==> src/rtl/cpu_pkg.sv <==
// Shared CPU definitions: datapath widths and load-type encodings.
package cpu_pkg;

    localparam int DW = 32;
    localparam int AW = 5;

    // Encodings 6 and 7 are not listed here and behave like LT_NONE.
    typedef enum logic [2:0] {
        LT_NONE = 3'd0,
        LT_LB   = 3'd1,
        LT_LBU  = 3'd2,
        LT_LH   = 3'd3,
        LT_LHU  = 3'd4,
        LT_LW   = 3'd5
    } load_type_e;

endpackage

==> src/rtl/mem_wb_stage_if.sv <==
// Memory-stage to write-back handshake bus: instruction payload plus valid/ready.
interface mem_wb_stage_if
    import cpu_pkg::*;
#(
    parameter int DW = cpu_pkg::DW,
    parameter int AW = cpu_pkg::AW
);
    logic          in_valid;
    logic          in_ready;
    logic          in_we;
    logic [AW-1:0] in_waddr;
    logic [DW-1:0] in_alu;
    logic [DW-1:0] in_rdata;
    logic [2:0]    in_load_type;
    logic [1:0]    in_off;
    logic          in_hilo_we;
    logic [DW-1:0] in_hi;
    logic [DW-1:0] in_lo;

    modport master (
        output in_valid, in_we, in_waddr, in_alu, in_rdata,
               in_load_type, in_off, in_hilo_we, in_hi, in_lo,
        input  in_ready
    );

    modport slave (
        input  in_valid, in_we, in_waddr, in_alu, in_rdata,
               in_load_type, in_off, in_hilo_we, in_hi, in_lo,
        output in_ready
    );
endinterface

==> src/rtl/mem_wb_stage_load_align.sv <==
// Combinational load-data extraction/extension with misalignment detection.
module load_align
    import cpu_pkg::*;
(
    input  logic [31:0] rdata,
    input  logic [1:0]  off,
    input  logic [2:0]  load_type,
    input  logic [31:0] alu,
    output logic [31:0] data,
    output logic        misalign
);
    logic [7:0]  bsel;
    logic [15:0] hsel;
    load_type_e  lt;

    assign bsel = rdata[{off, 3'b000} +: 8];
    assign hsel = off[1] ? rdata[31:16] : rdata[15:0];
    assign lt   = load_type_e'(load_type);

    always_comb begin
        data     = alu;
        misalign = 1'b0;
        case (lt)
            LT_LB:  data = {{24{bsel[7]}}, bsel};
            LT_LBU: data = {24'h000000, bsel};
            LT_LH: begin
                data     = {{16{hsel[15]}}, hsel};
                misalign = off[0];
            end
            LT_LHU: begin
                data     = {16'h0000, hsel};
                misalign = off[0];
            end
            LT_LW: begin
                data     = rdata;
                misalign = (off != 2'b00);
            end
            default: data = alu;
        endcase
    end
endmodule

==> src/rtl/mem_wb_stage.sv <==
// Memory/write-back stage: holds one instruction, drives the regfile write port,
// maintains HI/LO and a retire counter.
module mem_wb_stage
    import cpu_pkg::*;
#(
    parameter int DW    = cpu_pkg::DW,
    parameter int AW    = cpu_pkg::AW,
    parameter int CNT_W = 32
) (
    input  logic             clk,
    input  logic             rst,
    mem_wb_stage_if.slave    m,
    input  logic             hold,
    input  logic             flush,
    output logic             we,
    output logic [AW-1:0]    wAddr,
    output logic [DW-1:0]    wData,
    output logic [DW-1:0]    hi,
    output logic [DW-1:0]    lo,
    output logic             fwd_valid,
    output logic [AW-1:0]    fwd_addr,
    output logic [DW-1:0]    fwd_data,
    output logic             addr_err,
    output logic [CNT_W-1:0] retire_cnt
);
    logic          valid_q;
    logic          we_q;
    logic [AW-1:0] waddr_q;
    logic [DW-1:0] alu_q;
    logic [DW-1:0] rdata_q;
    logic [2:0]    load_type_q;
    logic [1:0]    off_q;
    logic          hilo_we_q;
    logic [DW-1:0] hi_q;
    logic [DW-1:0] lo_q;

    logic          capture;
    logic          retire;
    logic [DW-1:0] ld_data;
    logic          misalign;

    assign m.in_ready = !valid_q | !hold;
    assign capture    = m.in_valid & m.in_ready;
    // A flushed instruction never retires, so it is masked from every side effect.
    assign retire     = valid_q & !hold & !flush;

    load_align u_load_align (
        .rdata     (rdata_q),
        .off       (off_q),
        .load_type (load_type_q),
        .alu       (alu_q),
        .data      (ld_data),
        .misalign  (misalign)
    );

    assign we        = retire & we_q & (waddr_q != '0) & !misalign;
    assign wAddr     = waddr_q;
    assign wData     = ld_data;
    assign addr_err  = retire & misalign;
    assign fwd_valid = we;
    assign fwd_addr  = wAddr;
    assign fwd_data  = wData;

    always_ff @(posedge clk or posedge rst) begin
        if (rst) begin
            valid_q     <= 1'b0;
            we_q        <= 1'b0;
            waddr_q     <= '0;
            alu_q       <= '0;
            rdata_q     <= '0;
            load_type_q <= '0;
            off_q       <= '0;
            hilo_we_q   <= 1'b0;
            hi_q        <= '0;
            lo_q        <= '0;
            hi          <= '0;
            lo          <= '0;
            retire_cnt  <= '0;
        end else begin
            if (flush) begin
                valid_q <= 1'b0;
            end else if (capture) begin
                valid_q     <= 1'b1;
                we_q        <= m.in_we;
                waddr_q     <= m.in_waddr;
                alu_q       <= m.in_alu;
                rdata_q     <= m.in_rdata;
                load_type_q <= m.in_load_type;
                off_q       <= m.in_off;
                hilo_we_q   <= m.in_hilo_we;
                hi_q        <= m.in_hi;
                lo_q        <= m.in_lo;
            end else if (!hold) begin
                valid_q <= 1'b0;
            end

            if (retire) begin
                retire_cnt <= retire_cnt + CNT_W'(1);
                if (hilo_we_q) begin
                    hi <= hi_q;
                    lo <= lo_q;
                end
            end
        end
    end
endmodule

==> src/flat_wrapper.sv <==
// flat-port wrapper written by rule: the top's interface ports become plain ports
module mem_wb_stage_flat import cpu_pkg::*;
#(
    parameter int DW    = cpu_pkg::DW,
    parameter int AW    = cpu_pkg::AW,
    parameter int CNT_W = 32
)
  (clk, rst, hold, flush, we, wAddr, wData, hi, lo, fwd_valid, fwd_addr, fwd_data, addr_err, retire_cnt, m_in_valid, m_in_we, m_in_waddr, m_in_alu, m_in_rdata, m_in_load_type, m_in_off, m_in_hilo_we, m_in_hi, m_in_lo, m_in_ready);
  mem_wb_stage_if #(.DW(DW), .AW(AW)) m_i ();
  input  logic clk;
  input  logic rst;
  input  logic hold;
  input  logic flush;
  output logic we;
  output logic [AW-1:0] wAddr;
  output logic [DW-1:0] wData;
  output logic [DW-1:0] hi;
  output logic [DW-1:0] lo;
  output logic fwd_valid;
  output logic [AW-1:0] fwd_addr;
  output logic [DW-1:0] fwd_data;
  output logic addr_err;
  output logic [CNT_W-1:0] retire_cnt;
  input wire logic [$bits(m_i.in_valid)-1:0] m_in_valid;
  input wire logic [$bits(m_i.in_we)-1:0] m_in_we;
  input wire logic [$bits(m_i.in_waddr)-1:0] m_in_waddr;
  input wire logic [$bits(m_i.in_alu)-1:0] m_in_alu;
  input wire logic [$bits(m_i.in_rdata)-1:0] m_in_rdata;
  input wire logic [$bits(m_i.in_load_type)-1:0] m_in_load_type;
  input wire logic [$bits(m_i.in_off)-1:0] m_in_off;
  input wire logic [$bits(m_i.in_hilo_we)-1:0] m_in_hilo_we;
  input wire logic [$bits(m_i.in_hi)-1:0] m_in_hi;
  input wire logic [$bits(m_i.in_lo)-1:0] m_in_lo;
  output wire logic [$bits(m_i.in_ready)-1:0] m_in_ready;
  assign m_i.in_valid = m_in_valid;
  assign m_i.in_we = m_in_we;
  assign m_i.in_waddr = m_in_waddr;
  assign m_i.in_alu = m_in_alu;
  assign m_i.in_rdata = m_in_rdata;
  assign m_i.in_load_type = m_in_load_type;
  assign m_i.in_off = m_in_off;
  assign m_i.in_hilo_we = m_in_hilo_we;
  assign m_i.in_hi = m_in_hi;
  assign m_i.in_lo = m_in_lo;
  assign m_in_ready = m_i.in_ready;
  mem_wb_stage #(.DW(DW), .AW(AW), .CNT_W(CNT_W)) u_core (.clk(clk), .rst(rst), .m(m_i), .hold(hold), .flush(flush), .we(we), .wAddr(wAddr), .wData(wData), .hi(hi), .lo(lo), .fwd_valid(fwd_valid), .fwd_addr(fwd_addr), .fwd_data(fwd_data), .addr_err(addr_err), .retire_cnt(retire_cnt));
endmodule
==> config.mk <==
export PLATFORM = sky130hd
export DESIGN_NAME = mem_wb_stage_flat
export DESIGN_NICKNAME = d
export VERILOG_FILES = /design/src/rtl/cpu_pkg.sv /design/src/rtl/mem_wb_stage_if.sv /design/src/rtl/mem_wb_stage_load_align.sv /design/src/rtl/mem_wb_stage.sv /design/src/flat_wrapper.sv
export SDC_FILE = /design/constraint.sdc
export NUM_CORES = 1
export LEC_CHECK = 0
export ABC_AREA = 1
export ABC_CLOCK_PERIOD_IN_PS = 10400
export BUFFER_PORTS_ARGS = -buffer_cell sky130_fd_sc_hd__buf_2
export CAP_MARGIN = 5
export CORE_UTILIZATION = 45
export DETAILED_ROUTE_END_ITERATION = 7
export PLACE_DENSITY = 0.71
export SYNTH_ARGS = -nofsm -noshare
export SYNTH_HDL_FRONTEND = slang
export SYNTH_SLANG_ARGS = --single-unit
==> constraint.sdc <==
create_clock -name clk -period 10.4 [get_ports clk]
set_clock_uncertainty 0.15 [all_clocks]
set_input_delay 1.56 -clock clk [delete_from_list [all_inputs] [get_ports clk]]
set_output_delay 1.56 -clock clk [all_outputs]
set_load 0.02 [all_outputs]
Word level (Yosys, flattened, before mapping):

Index checks and enable logic that the tools add are counted.

* register bits after elaboration: 237
* output and inout bits: 174
* input bits: 145

* shift-type cells: 1
* bitwise logic cells: 9
* mux-type cells: 6
* reduce and logical (&&, ||, !) cells: 9
* eq/ne operators: 6
* add/sub/neg operators: 1

Operators with widths (count)
* $pmux W32 S5: 1
* $add A32 B1 Y32 const B: 1
* $shiftx A32 B6 Y8: 1
* $mux W16: 1
* $and A1 B1 Y1: 7
* $eq A3 B2 Y1 const B: 2
* $eq A3 B3 Y1 const B: 2
* $reduce_bool A5 Y1: 1
* $logic_not A1 Y1: 4
* $reduce_and A2 Y1: 2
* $eq A3 B1 Y1 const B: 1
* $mux W1: 3
* $ne A3 B1 Y1 const B: 1
* $pmux W1 S2: 1
* $reduce_bool A2 Y1: 1
* $reduce_or A2 Y1: 1
* $not A1 Y1: 1
* $or A1 B1 Y1: 1

Depth between registers and ports, before layout:

Gate-level depths: netlist of run 1.

* word-level depth: 6
* depth in mapped cells: 9

By module:

A second synthesis of run 1 with hierarchy kept.

* cells, all modules: 1084
* area, all modules: 11090.6 µm²

Modules (own cells, without submodules)
* mem_wb_stage: instances 1, cells an instance 870, area each 10023.4 µm²
* load_align: instances 1, cells an instance 214, area each 1067.3 µm²

Least setup slack after synthesis of run 1:

OpenSTA, ideal clock, no wires.

* kind: input to output
* from: input port hold
* to: output port we
* arrival time: 2.313 ns
* cell stages on the path: 5
* buffers on the path: 1
* slack: 6.377 ns
* cells stage by stage: nor2_1 > nand2_1 > nor2_1 > and2_1 > buf_4

* longest elaborated chain between the ends: 6

RTL lines
* from (decl): line flat_wrapper.sv:12 `input logic hold;`
* $logic_not A1 Y1: line mem_wb_stage.sv:45 `assign retire = valid_q & !hold & !flush;`
* $and A1 B1 Y1 (2 in series): line mem_wb_stage.sv:45
* $and A1 B1 Y1 (3 in series): line mem_wb_stage.sv:56 `assign we = retire & we_q & (waddr_q != '0) & !misalign;`
* to (decl): line flat_wrapper.sv:14 `output logic we;`

Every way passes these cells.

Final worst setup path of run 1:

* from: register u_core.off_q[0]
* to: output port fwd_data[14]

* longest elaborated chain between the ends: 2

RTL lines
* from (decl): line mem_wb_stage.sv:32 `logic [1:0] off_q;`
* from (signal assigned): line mem_wb_stage.sv:89 `off_q <= m.in_off;`
* $shiftx A32 B6 Y8: line mem_wb_stage_load_align.sv:16 `assign bsel = rdata[{off, 3'b000} +: 8];`
* $pmux W32 S5: line mem_wb_stage_load_align.sv:23 `case (lt)`
* to (decl): line flat_wrapper.sv:21 `output logic [DW-1:0] fwd_data;`

Every way passes these cells.

==> results.py, run 1 <==
metrics = {
    "status": {
        "outcome": "finished clean",
    },
    "clocking": {
        "clkSinkCount": 237,
        "cts_setup_buffers": 0,
        "cts_tree": "yes",
        "cts_resized": 0,
        "htree_levels": 1,
        "cts_buffer_depth": 3,
        "cts_hold_buf": 0,
        "clk_latency_ps": 520,
        "cts_buffers": 27,
        "clkSlewWorstSetupHoldPaths_ps": 60,
        "root_buffer": "clkbuf_16",
    },
    "die": {
        "rows": 55,
        "dieArea_sq_um": 24240,
        "core_area_sq_um": 22920,
        "io_pins": 319,
        "die_w_um": 155.7,
        "die_h_um": 155.7,
        "start_util_pct": 46.39,
    },
    "critical_path": {
        "endpoint_kind": "output pin",
        "path_buf_inv": 2,
        "worstPathMaxFanout": 25,
        "crit_arrival_ps": 3000,
        "crit_required_ps": 8690,
        "start_kind": "register",
        "crit_slowest_cell": "dfrtp_1",
        "crit_type": "reg2out",
        "cp_top_family": "simple AND/OR/NAND/NOR gates",
        "crit_chain": "inv_1 > o211ai_1 > nand3_2 > nand4_1 > buf_2",
        "slowest_delay_ps": 690,
    },
    "routing": {
        "num_vias": 8711,
        "via_per_inst": 4.969,
        "drt_iter0_markers": 584,
        "first_pass_iters": 5,
        "antenna_left": 0,
        "drc_errors": 0,
        "route.final.wire_length_um": 26540,
        "post_drt_wl_per_cell_um": 15.14,
    },
    "global_routing": {
        "overflow": 0,
        "grt_pass1_vias": 8397,
        "grt_pass1_wl_um": 42990,
        "antenna_found_initial": 7,
        "grt_max_degree": 93,
        "grtUsageTotal_pct": 22.18,
    },
    "sta": {
        "finalHoldViolCount": 0,
        "finalSetupViolCount": 0,
        "period_share_pct": 45.26,
        "relSlewSlack_pct": 16.72,
        "fin_tns_setup_ps": 0,
        "worst_pin_slew_ps": 1245,
        "min_period_ps": 4707,
        "clock.fmax_ghz": 0.2124,
        "rsz0062_at_grt": "false",
        "finalMaxSlewViolations": 0,
    },
    "synth": {
        "async_reset_ff_share_pct": 100.0,
        "yosys_warnings": 0,
        "synth-edff-count": 0,
        "ys_dominant_reg_cell": "dfrtp_1",
        "synth_area_sq_um": 10630,
        "postSynthCellCount": 1156,
        "synth_top_area_cell": "dfrtp_1",
        "synth_nets": 1302,
        "netlist_top_cells_area": "dfrtp_1, nand2_1, mux2_2",
        "synth_cell_type_count": 31,
        "netlist.area_leader.share_pct": 55.79,
        "avgSynthCellArea_sq_um": 9.196,
        "yosys_register_bits": 237,
        "synth-seq-area-share_pct": 55.79,
    },
    "power": {
        "ir_drop_mv": 0.1669,
        "total_power_mw": 3.067,
        "powerDensity_nw_per_um2": 236.0,
        "leakagePower_nw": 6.827,
    },
    "layout": {
        "area_delta_synth_final_pct": 22.27,
        "fillers": 2118,
        "nNetsFinal": 1561,
        "register_area_sq_um": 5931,
        "multi_input_area_sq_um": 3726,
        "drive_gt1_share_pct": 31.17,
    },
    "flow_run": {
        "cap_violations": 0,
    },
    "placement": {
        "place_hpwl_um": 18870,
        "portBuffers": 318,
        "gp_congestion": 0.8552,
    },
    "worst_hold_path": {
        "hp-class": "reg2reg",
    },
}
## synthesized netlist by cell type, types with 4 or more instances
| cell | count |
|---|---|
| nand2_2 | 4 |
| buf_2 | 38 |
| nand3b_1 | 7 |
| buf_1 | 11 |
| nand2_1 | 215 |
| mux2_2 | 56 |
| nor2_1 | 116 |
| xor2_1 | 9 |
| a21oi_1 | 99 |
| inv_1 | 110 |
| nor2_2 | 5 |
| buf_4 | 42 |
| and2_1 | 5 |
| o21ai_1 | 63 |
| inv_2 | 5 |
| nand4_1 | 42 |
| nand3_1 | 48 |
| xnor2_1 | 4 |
| dfrtp_1 | 237 |
| o21ai_0 | 22 |
## final cells by class
class / instances / share of cell area, %
multi-input cells: 711 / 28.67
clock inverters: 8 / 0.3947
well taps: 313 / 3.013
diodes: 6 / 0.1155
repair buffers: 323 / 12.53
inverters: 115 / 3.379
flip-flops and latches: 237 / 45.63
clock buffers: 40 / 6.267
## tightest hold or removal path: cells and delay by family (launching register included)
kind / cells / cell delay, ps
compound gates: 1 / 60
flops: 1 / 340
simple gates: 1 / 50
## sequential cells by signal, indices dropped and copies added (netlist names)
signal,flops
u_core.off_q,2
u_core.hi,32
u_core.hi_q,32
u_core.alu_q,32
u_core.retire_cnt,32
u_core.lo,32
u_core.we_q,1
u_core.lo_q,32
u_core.fwd_addr,5
u_core.valid_q,1
u_core.hilo_we_q,1
u_core.load_type_q,3
u_core.rdata_q,32
## per-layer routing
metal  vias to the layer above  routed length, um  global-route usage [%]
met4                         0                883                   8.403
met2                       288              12610                   36.28
met3                        59               1667                   4.694
met5                         -                  0                       0
li1                       4246                  -                       -
met1                      4118              11380                   29.01
## worst paths after layout
kind                            startpoint              end  slack (ps)  cells past startpoint
max                        u_core.off_q[0]     fwd_data[14]        5690                      5
min reg2reg                  u_core.lo[30]    u_core.lo[30]         330                      2
max in group asynchronous              rst  u_core.alu_q[3]        6780                      4
max reg2reg                 u_core.valid_q  u_core.hi_q[31]        7710                      4
min in group asynchronous              rst   u_core.lo_q[3]         960                      2
min                          u_core.lo[30]    u_core.lo[30]         330                      2
## cell families after synthesis
logic type      count (synthesis)  share of synthesized area, %
fa+ha+maj                       1                        0.1177
compound gates                188                         8.957
simple gates                  452                         18.75
mux                            57                         6.038
xor+xnor                       13                         1.071
flops                         237                         55.79
buf+inv                       208                         9.275
## cells in the final DEF, fill, tap and decap left out, types with 4 or more instances in the layout
master / Yosys / final
buf_2: 38 / 318
dfrtp_1: 237 / 237
nand2_1: 215 / 215
nor2_1: 116 / 116
inv_1: 110 / 109
a21oi_1: 99 / 99
o21ai_1: 63 / 63
mux2_2: 56 / 56
nand3_1: 48 / 48
nand4_1: 42 / 42
clkbuf_16: 0 / 27
o21ai_0: 22 / 22
xor2_1: 9 / 9
clkbuf_8: 0 / 9
nand3b_1: 7 / 7
diode_2: 0 / 6
inv_2: 5 / 5
nor2_2: 5 / 5
and2_1: 5 / 5
buf_4: 42 / 5
xnor2_1: 4 / 4
clkinv_2: 0 / 4
clkbuf_1: 2 / 4
## power breakdown
group	internal [mW]	switching (mW)	total [mW]	leakage, nW
combinational	0.311	0.617	0.928	3.58
clock	0.539	0.367	0.906	0.423
sequential	1.12	0.117	1.23	2.82
total	1.97	1.10	3.07	6.83
## stage by stage
stage               hold WS (ps)  instance area [sq um]  setup WS (ps)  instances  util (%)
floorplan                  302.2                  10630           2187       1156         -
global placement           312.0                  12120           6110       1699     52.87
finish                     332.3                  13000           5693       1753     56.72
global route               359.9                  12990           5446       1750     56.69
CTS                        337.3                  12980           5711       1747     56.65
detailed placement         323.0                  12120           6084       1699     52.87
Power figures use the tool's default switching activity.
==> inputs of run 2 (changes only) <==
ABC_AREA = 0   (was 1)
ABC_CLOCK_PERIOD_IN_PS = 4600   (was 10400)
clock period = 4.6 ns   (was 10.4 ns; I/O delays follow)
==> run 2 against run 1 <==
  * Synthesized cell count down 32%
  * Area after synthesis fell by 1.6%
  * Worst hold slack worse by 180 ps
  * Clock-buffer cell count down 4
  * Cell count decreased by 22%
  * Sequential share of layout area rose by 0.48 points
  * Core utilization is 0.085 points lower
  * Register-to-register slack got worse by 5500 ps
  * Worst setup slack lost 5000 ps
  * Total power grew 130%
  * Critical path type unchanged
==> results.py, run 2 <==
metrics = {
    "status": {
        "outcome": "finished clean",
    },
    "sta": {
        "min_period_ps": 3906,
        "finalMaxSlewViolations": 0,
        "clock.fmax_ghz": 0.2560,
        "rsz0062_at_grt": "false",
        "relSlewSlack_pct": 25.42,
        "fin_tns_setup_ps": 0,
        "worst_pin_slew_ps": 1119,
        "period_share_pct": 84.92,
        "finalHoldViolCount": 0,
        "finalSetupViolCount": 0,
    },
    "power": {
        "leakagePower_nw": 6.143,
        "ir_drop_mv": 0.3427,
        "powerDensity_nw_per_um2": 549.3,
    },
    "routing": {
        "route.final.wire_length_um": 24740,
        "drt_iter0_markers": 425,
        "first_pass_iters": 5,
        "via_per_inst": 5.250,
        "antenna_left": 0,
        "post_drt_wl_per_cell_um": 18.14,
        "num_vias": 7161,
        "drc_errors": 0,
    },
    "clocking": {
        "cts_resized": 0,
        "clkSinkCount": 237,
        "htree_levels": 1,
        "clkSlewWorstSetupHoldPaths_ps": 60,
        "clk_latency_ps": 530,
        "root_buffer": "clkbuf_16",
        "cts_buffers": 26,
        "cts_setup_buffers": 0,
        "cts_buffer_depth": 3,
        "cts_tree": "yes",
        "cts_hold_buf": 0,
    },
    "synth": {
        "yosys_warnings": 0,
        "synth_cell_type_count": 50,
        "yosysMostFrequentCell": "dfrtp_1",
        "synth_area_sq_um": 10460,
        "synth-edff-count": 0,
        "netlist.area_leader.share_pct": 56.68,
        "synth_nets": 933,
        "postSynthCellCount": 787,
        "async_reset_ff_share_pct": 100.0,
        "ys_dominant_reg_cell": "dfrtp_1",
        "netlist_top_cells_area": "dfrtp_1, mux2_2, buf_4",
        "synth_common_cells": "dfrtp_1, mux2_2, buf_4",
        "yosys_register_bits": 237,
        "synth_top_area_cell": "dfrtp_1",
        "avgSynthCellArea_sq_um": 13.30,
        "synth-seq-area-share_pct": 56.68,
    },
    "die": {
        "rows": 55,
        "die_h_um": 154.5,
        "core_area_sq_um": 22710,
        "die_w_um": 154.5,
        "dieArea_sq_um": 23870,
        "io_pins": 319,
        "start_util_pct": 46.08,
    },
    "global_routing": {
        "overflow": 0,
        "grtUsageTotal_pct": 20.69,
        "grt_pass1_vias": 7116,
        "grt_pass1_wl_um": 38770,
        "grt_max_degree": 147,
        "antenna_found_initial": 4,
    },
    "critical_path": {
        "crit_slowest_cell": "and2_1",
        "crit_type": "reg2out",
        "rr_worst_depth": 4,
        "cp_top_family": "simple AND/OR/NAND/NOR gates",
        "path_buf_inv": 1,
        "crit_chain": "nor2b_1 > and2_1 > nand2_1 > a21oi_1 > buf_2",
        "crit_cells": 5,
        "crit_required_ps": 3760,
        "start_kind": "register",
        "crit_arrival_ps": 3070,
        "slowest_delay_ps": 930,
        "endpoint_kind": "output pin",
        "worstPathMaxFanout": 31,
    },
    "layout": {
        "final_cell_mix": "buf_2, dfrtp_1, mux2_2",
        "nNetsFinal": 1205,
        "drive_gt1_share_pct": 55.19,
        "final_common_cell": "buf_2",
        "area_delta_synth_final_pct": 22.91,
        "utilization_pct": 56.63,
    },
    "placement": {
        "gp_congestion": 0.8047,
        "place_hpwl_um": 17430,
        "portBuffers": 318,
    },
    "flow_run": {
        "cap_violations": 0,
    },
    "worst_hold_path": {
        "hp-class": "in2async",
    },
}
==> run 2: cell types whose count changed in the layout (fill, tap and decap cells not counted), sizes merged, moves of 11 or more <==
cell,before,now
o211ai,1,15
xnor2,4,15
nand4,42,7
o21ai,86,15
inv,116,4
nand3,51,11
a21oi,99,28
a31oi,0,14
nand2,219,29
mux2,57,205
nor2,124,37
==> run 2: area by class of cell <==
cell class,count,area (sq um)
antenna,1,2.502
clock buffer,36,738.2
clock inverter,11,91.34
fill,1914,9848
inverter,5,22.52
multi-input combinational,462,4028
sequential,237,5931
tap,285,356.6
timing repair buffer,327,1692
==> run 2: worst paths after layout <==
path                                       start                     to  slack [ps]
hold reg to reg            u_core.retire_cnt[31]  u_core.retire_cnt[31]         330
min in group clk                     m_in_off[1]        u_core.off_q[1]         230
max in group asynchronous                    rst        u_core.hi_q[22]        3450
setup / recovery           u_core.load_type_q[2]              wData[31]         690
setup reg to reg                  u_core.valid_q           u_core.hi[5]        2240
hold / removal                               rst       u_core.alu_q[27]         150
==> run 2: logic make-up after synthesis <==
logic type / share of synthesized area [%]
simple gates: 7.186
mux: 23.88
fa+ha+maj: 0.1196
compound gates: 4.663
buf+inv: 4.879
xor+xnor: 2.595
flops: 56.68
==> run 2: per-stage QoR <==
| stage | area, sq um | hold slack (ps) | total power [mW] | std cells | setup slack, ps |
|---|---|---|---|---|---|
| 3_5_place_dp | 12010 | 323.9 | 5.136 | 1315 | 1256 |
| 4_1_cts | 12840 | 183.6 | 7.137 | 1362 | 684.8 |
| 2_1_floorplan | 10470 | 308.5 | 4.465 | 787 | 654.1 |
| 6_report | 12860 | 151.2 | 7.065 | 1364 | 693.8 |
| 3_3_place_gp | 12010 | 308.7 | 5.083 | 1315 | 1331 |
| 5_1_grt | 12860 | 185.1 | 7.418 | 1363 | 465.3 |
==> run 2: layer usage <==
metal / up-vias / share of wire, % / GRT usage, %
met4: 2 / 1.9 / 4.762
met5: - / 0.057 / 0
met2: 274 / 47 / 32.73
li1: 3304 / - / -
met1: 3545 / 43 / 28.21
met3: 36 / 8.1 / 5.996
==> run 2: tightest hold or removal path: stages <==
cell        delay (ps)
buf_2              110
clkinvlp_4         100
buf_12             370
==> run 2: where the power goes <==
group	switching (mW)	internal [mW]	total, mW	leakage [nW]
sequential	0.322	2.56	2.88	2.88
clock	0.832	1.13	1.96	0.416
combinational	1.32	0.905	2.23	2.85
total	2.47	4.59	7.06	6.14
==> inputs of run 3 (changes only) <==
ABC_AREA = 1   (was 0)
ABC_CLOCK_PERIOD_IN_PS = 4080   (was 4600)
clock period = 4.08 ns   (was 4.6 ns; I/O delays follow)
==> run 3 against run 2 <==
  * Routed wire length rose by 9.4%
  * Critical path depth did not move
  * Global-route usage rose by 1.4 points
  * Clock power rose by 31%
  * Worst hold slack got worse by 52 ps
  * Sequential power rose by 9.4%
  * Final area rose by 2.6%
  * Core utilization rose by 0.95 points
  * Total power rose by 14%
  * First-iteration DRC count rose by 55%
  * Via count rose by 21%
  * Combinational power rose by 6%
  * Critical path type unchanged
  * Largest cell class unchanged
  * Highest routed layer unchanged
==> results.py, run 3 (synthesized netlist as in run 1, its figures left out) <==
metrics = {
    "sta": {
        "finalSetupViolCount": 0,
        "worst_pin_slew_ps": 740.2,
        "min_period_ps": 3518,
        "relSlewSlack_pct": 50.65,
        "finalMaxSlewViolations": 0,
        "period_share_pct": 86.23,
        "holdWs_ps": 98.91,
        "rsz0062_at_grt": "false",
        "fin_tns_setup_ps": 0,
        "setup_slack_ps": 562.0,
        "clock.fmax_ghz": 0.2843,
        "finalHoldViolCount": 0,
    },
    "routing": {
        "route.final.wire_length_um": 27050,
        "via_per_inst": 4.953,
        "drc_errors": 0,
        "num_vias": 8698,
        "antenna_left": 0,
        "post_drt_wl_per_cell_um": 15.40,
        "drt_iter0_markers": 657,
        "first_pass_iters": 5,
    },
    "placement": {
        "gp_congestion": 0.9305,
        "place_inst": 1705,
        "place_area_sq_um": 12230,
        "place_hpwl_um": 19560,
        "portBuffers": 318,
        "place_worst_setup_slack_ps": 1170,
    },
    "critical_path": {
        "crit_slowest_cell": "dfrtp_1",
        "crit_chain": "inv_1 > o211ai_1 > nand3_2 > nand4_1 > buf_2",
        "path_buf_inv": 2,
        "crit_type": "reg2out",
        "crit_arrival_ps": 2760,
        "crit_required_ps": 3320,
        "worstPathMaxFanout": 25,
        "start_kind": "register",
        "endpoint_kind": "output pin",
        "cp_top_family": "simple AND/OR/NAND/NOR gates",
        "slowest_delay_ps": 620,
    },
    "global_routing": {
        "antenna_found_initial": 5,
        "grt_max_degree": 136,
        "grtUsageTotal_pct": 22.09,
        "grt_pass1_vias": 8267,
        "grt_pass1_wl_um": 42500,
        "overflow": 0,
    },
    "status": {
        "outcome": "finished clean",
    },
    "layout": {
        "nNetsFinal": 1567,
        "final_common_cell": "buf_2",
        "utilization_pct": 57.59,
        "final_area_sq_um": 13200,
        "final_cell_mix": "buf_2, dfrtp_1, nand2_1",
        "area_delta_synth_final_pct": 24.14,
        "drive_gt1_share_pct": 31.37,
        "final_cells": 1756,
    },
    "die": {
        "dieArea_sq_um": 24240,
        "start_util_pct": 46.39,
        "die_w_um": 155.7,
        "core_area_sq_um": 22920,
        "rows": 55,
        "die_h_um": 155.7,
        "io_pins": 319,
    },
    "power": {
        "combPwrFrac_pct": 29.3,
        "intPower_mw": 5.253,
        "leakagePower_nw": 6.929,
        "ir_drop_mv": 0.3880,
        "p_clk_share_pct": 31.7,
        "powerDensity_nw_per_um2": 612.6,
        "pwr-share-seq_pct": 39.0,
        "p_sw_mw": 2.830,
        "p_sw_share_pct": 35.01,
        "total_power_mw": 8.084,
    },
    "clocking": {
        "root_buffer": "clkbuf_16",
        "htree_levels": 1,
        "cts_resized": 0,
        "cts_hold_buf": 0,
        "clk_latency_ps": 530,
        "clkSlewWorstSetupHoldPaths_ps": 60,
        "cts_buffer_depth": 3,
        "cts_tree": "yes",
        "cts_setup_buffers": 0,
        "cts_buffers": 27,
        "clkSinkCount": 237,
    },
    "worst_hold_path": {
        "hp-class": "in2async",
    },
    "flow_run": {
        "cap_violations": 0,
    },
}
## run 3: final timing paths
kind / start / endpoint / slack, ps / depth (start not counted)
max in group asynchronous: rst / u_core.hilo_we_q / 3060 / 3
setup / recovery: u_core.off_q[0] / fwd_data[30] / 560 / 5
min in group clk: m_in_hi[31] / u_core.hi_q[31] / 150 / 2
hold reg to reg: u_core.hi[6] / u_core.hi[6] / 330 / 2
hold / removal: rst / u_core.alu_q[0] / 100 / 3
setup reg to reg: u_core.valid_q / u_core.lo_q[23] / 1910 / 6
## run 3: layer usage
metal | global-route usage, % | share of wire [%] | up-vias
met3 | 4.528 | 7.0 | 43
met1 | 29.56 | 43 | 4084
met2 | 36.60 | 48 | 315
met5 | 0 | 0.11 | -
li1 | - | - | 4252
met4 | 5.789 | 1.8 | 4
## run 3: cell type report
type	instances	area, sq um
Antenna cell	2	5.005
Clock buffer	40	794.5
Clock inverter	9	163.9
Fill cell	2050	9719
Inverter	115	435.4
Multi-Input combinational cell	711	3726
Sequential cell	237	5931
Tap cell	313	391.6
Timing Repair Buffer	329	1749
## run 3: power groups by stage
stage / logic, mW / clock network [mW] / registers, mW
6_report: 2.37 / 2.56 / 3.15
5_1_grt: 2.58 / 2.72 / 3.21
4_1_cts: 2.40 / 2.62 / 3.15
3_5_place_dp: 2.39 / 0 / 3.18
3_3_place_gp: 2.35 / 0 / 3.16
2_1_floorplan: 1.39 / 0 / 3.47
## run 3: worst register-to-register path, stage by stage, from the launching register on
cell and delay, ps:
dfrtp_1 400, nand2_1 150, nand3_4 500, buf_12 440, buf_4 240, nor2_1 110, a21oi_1 50
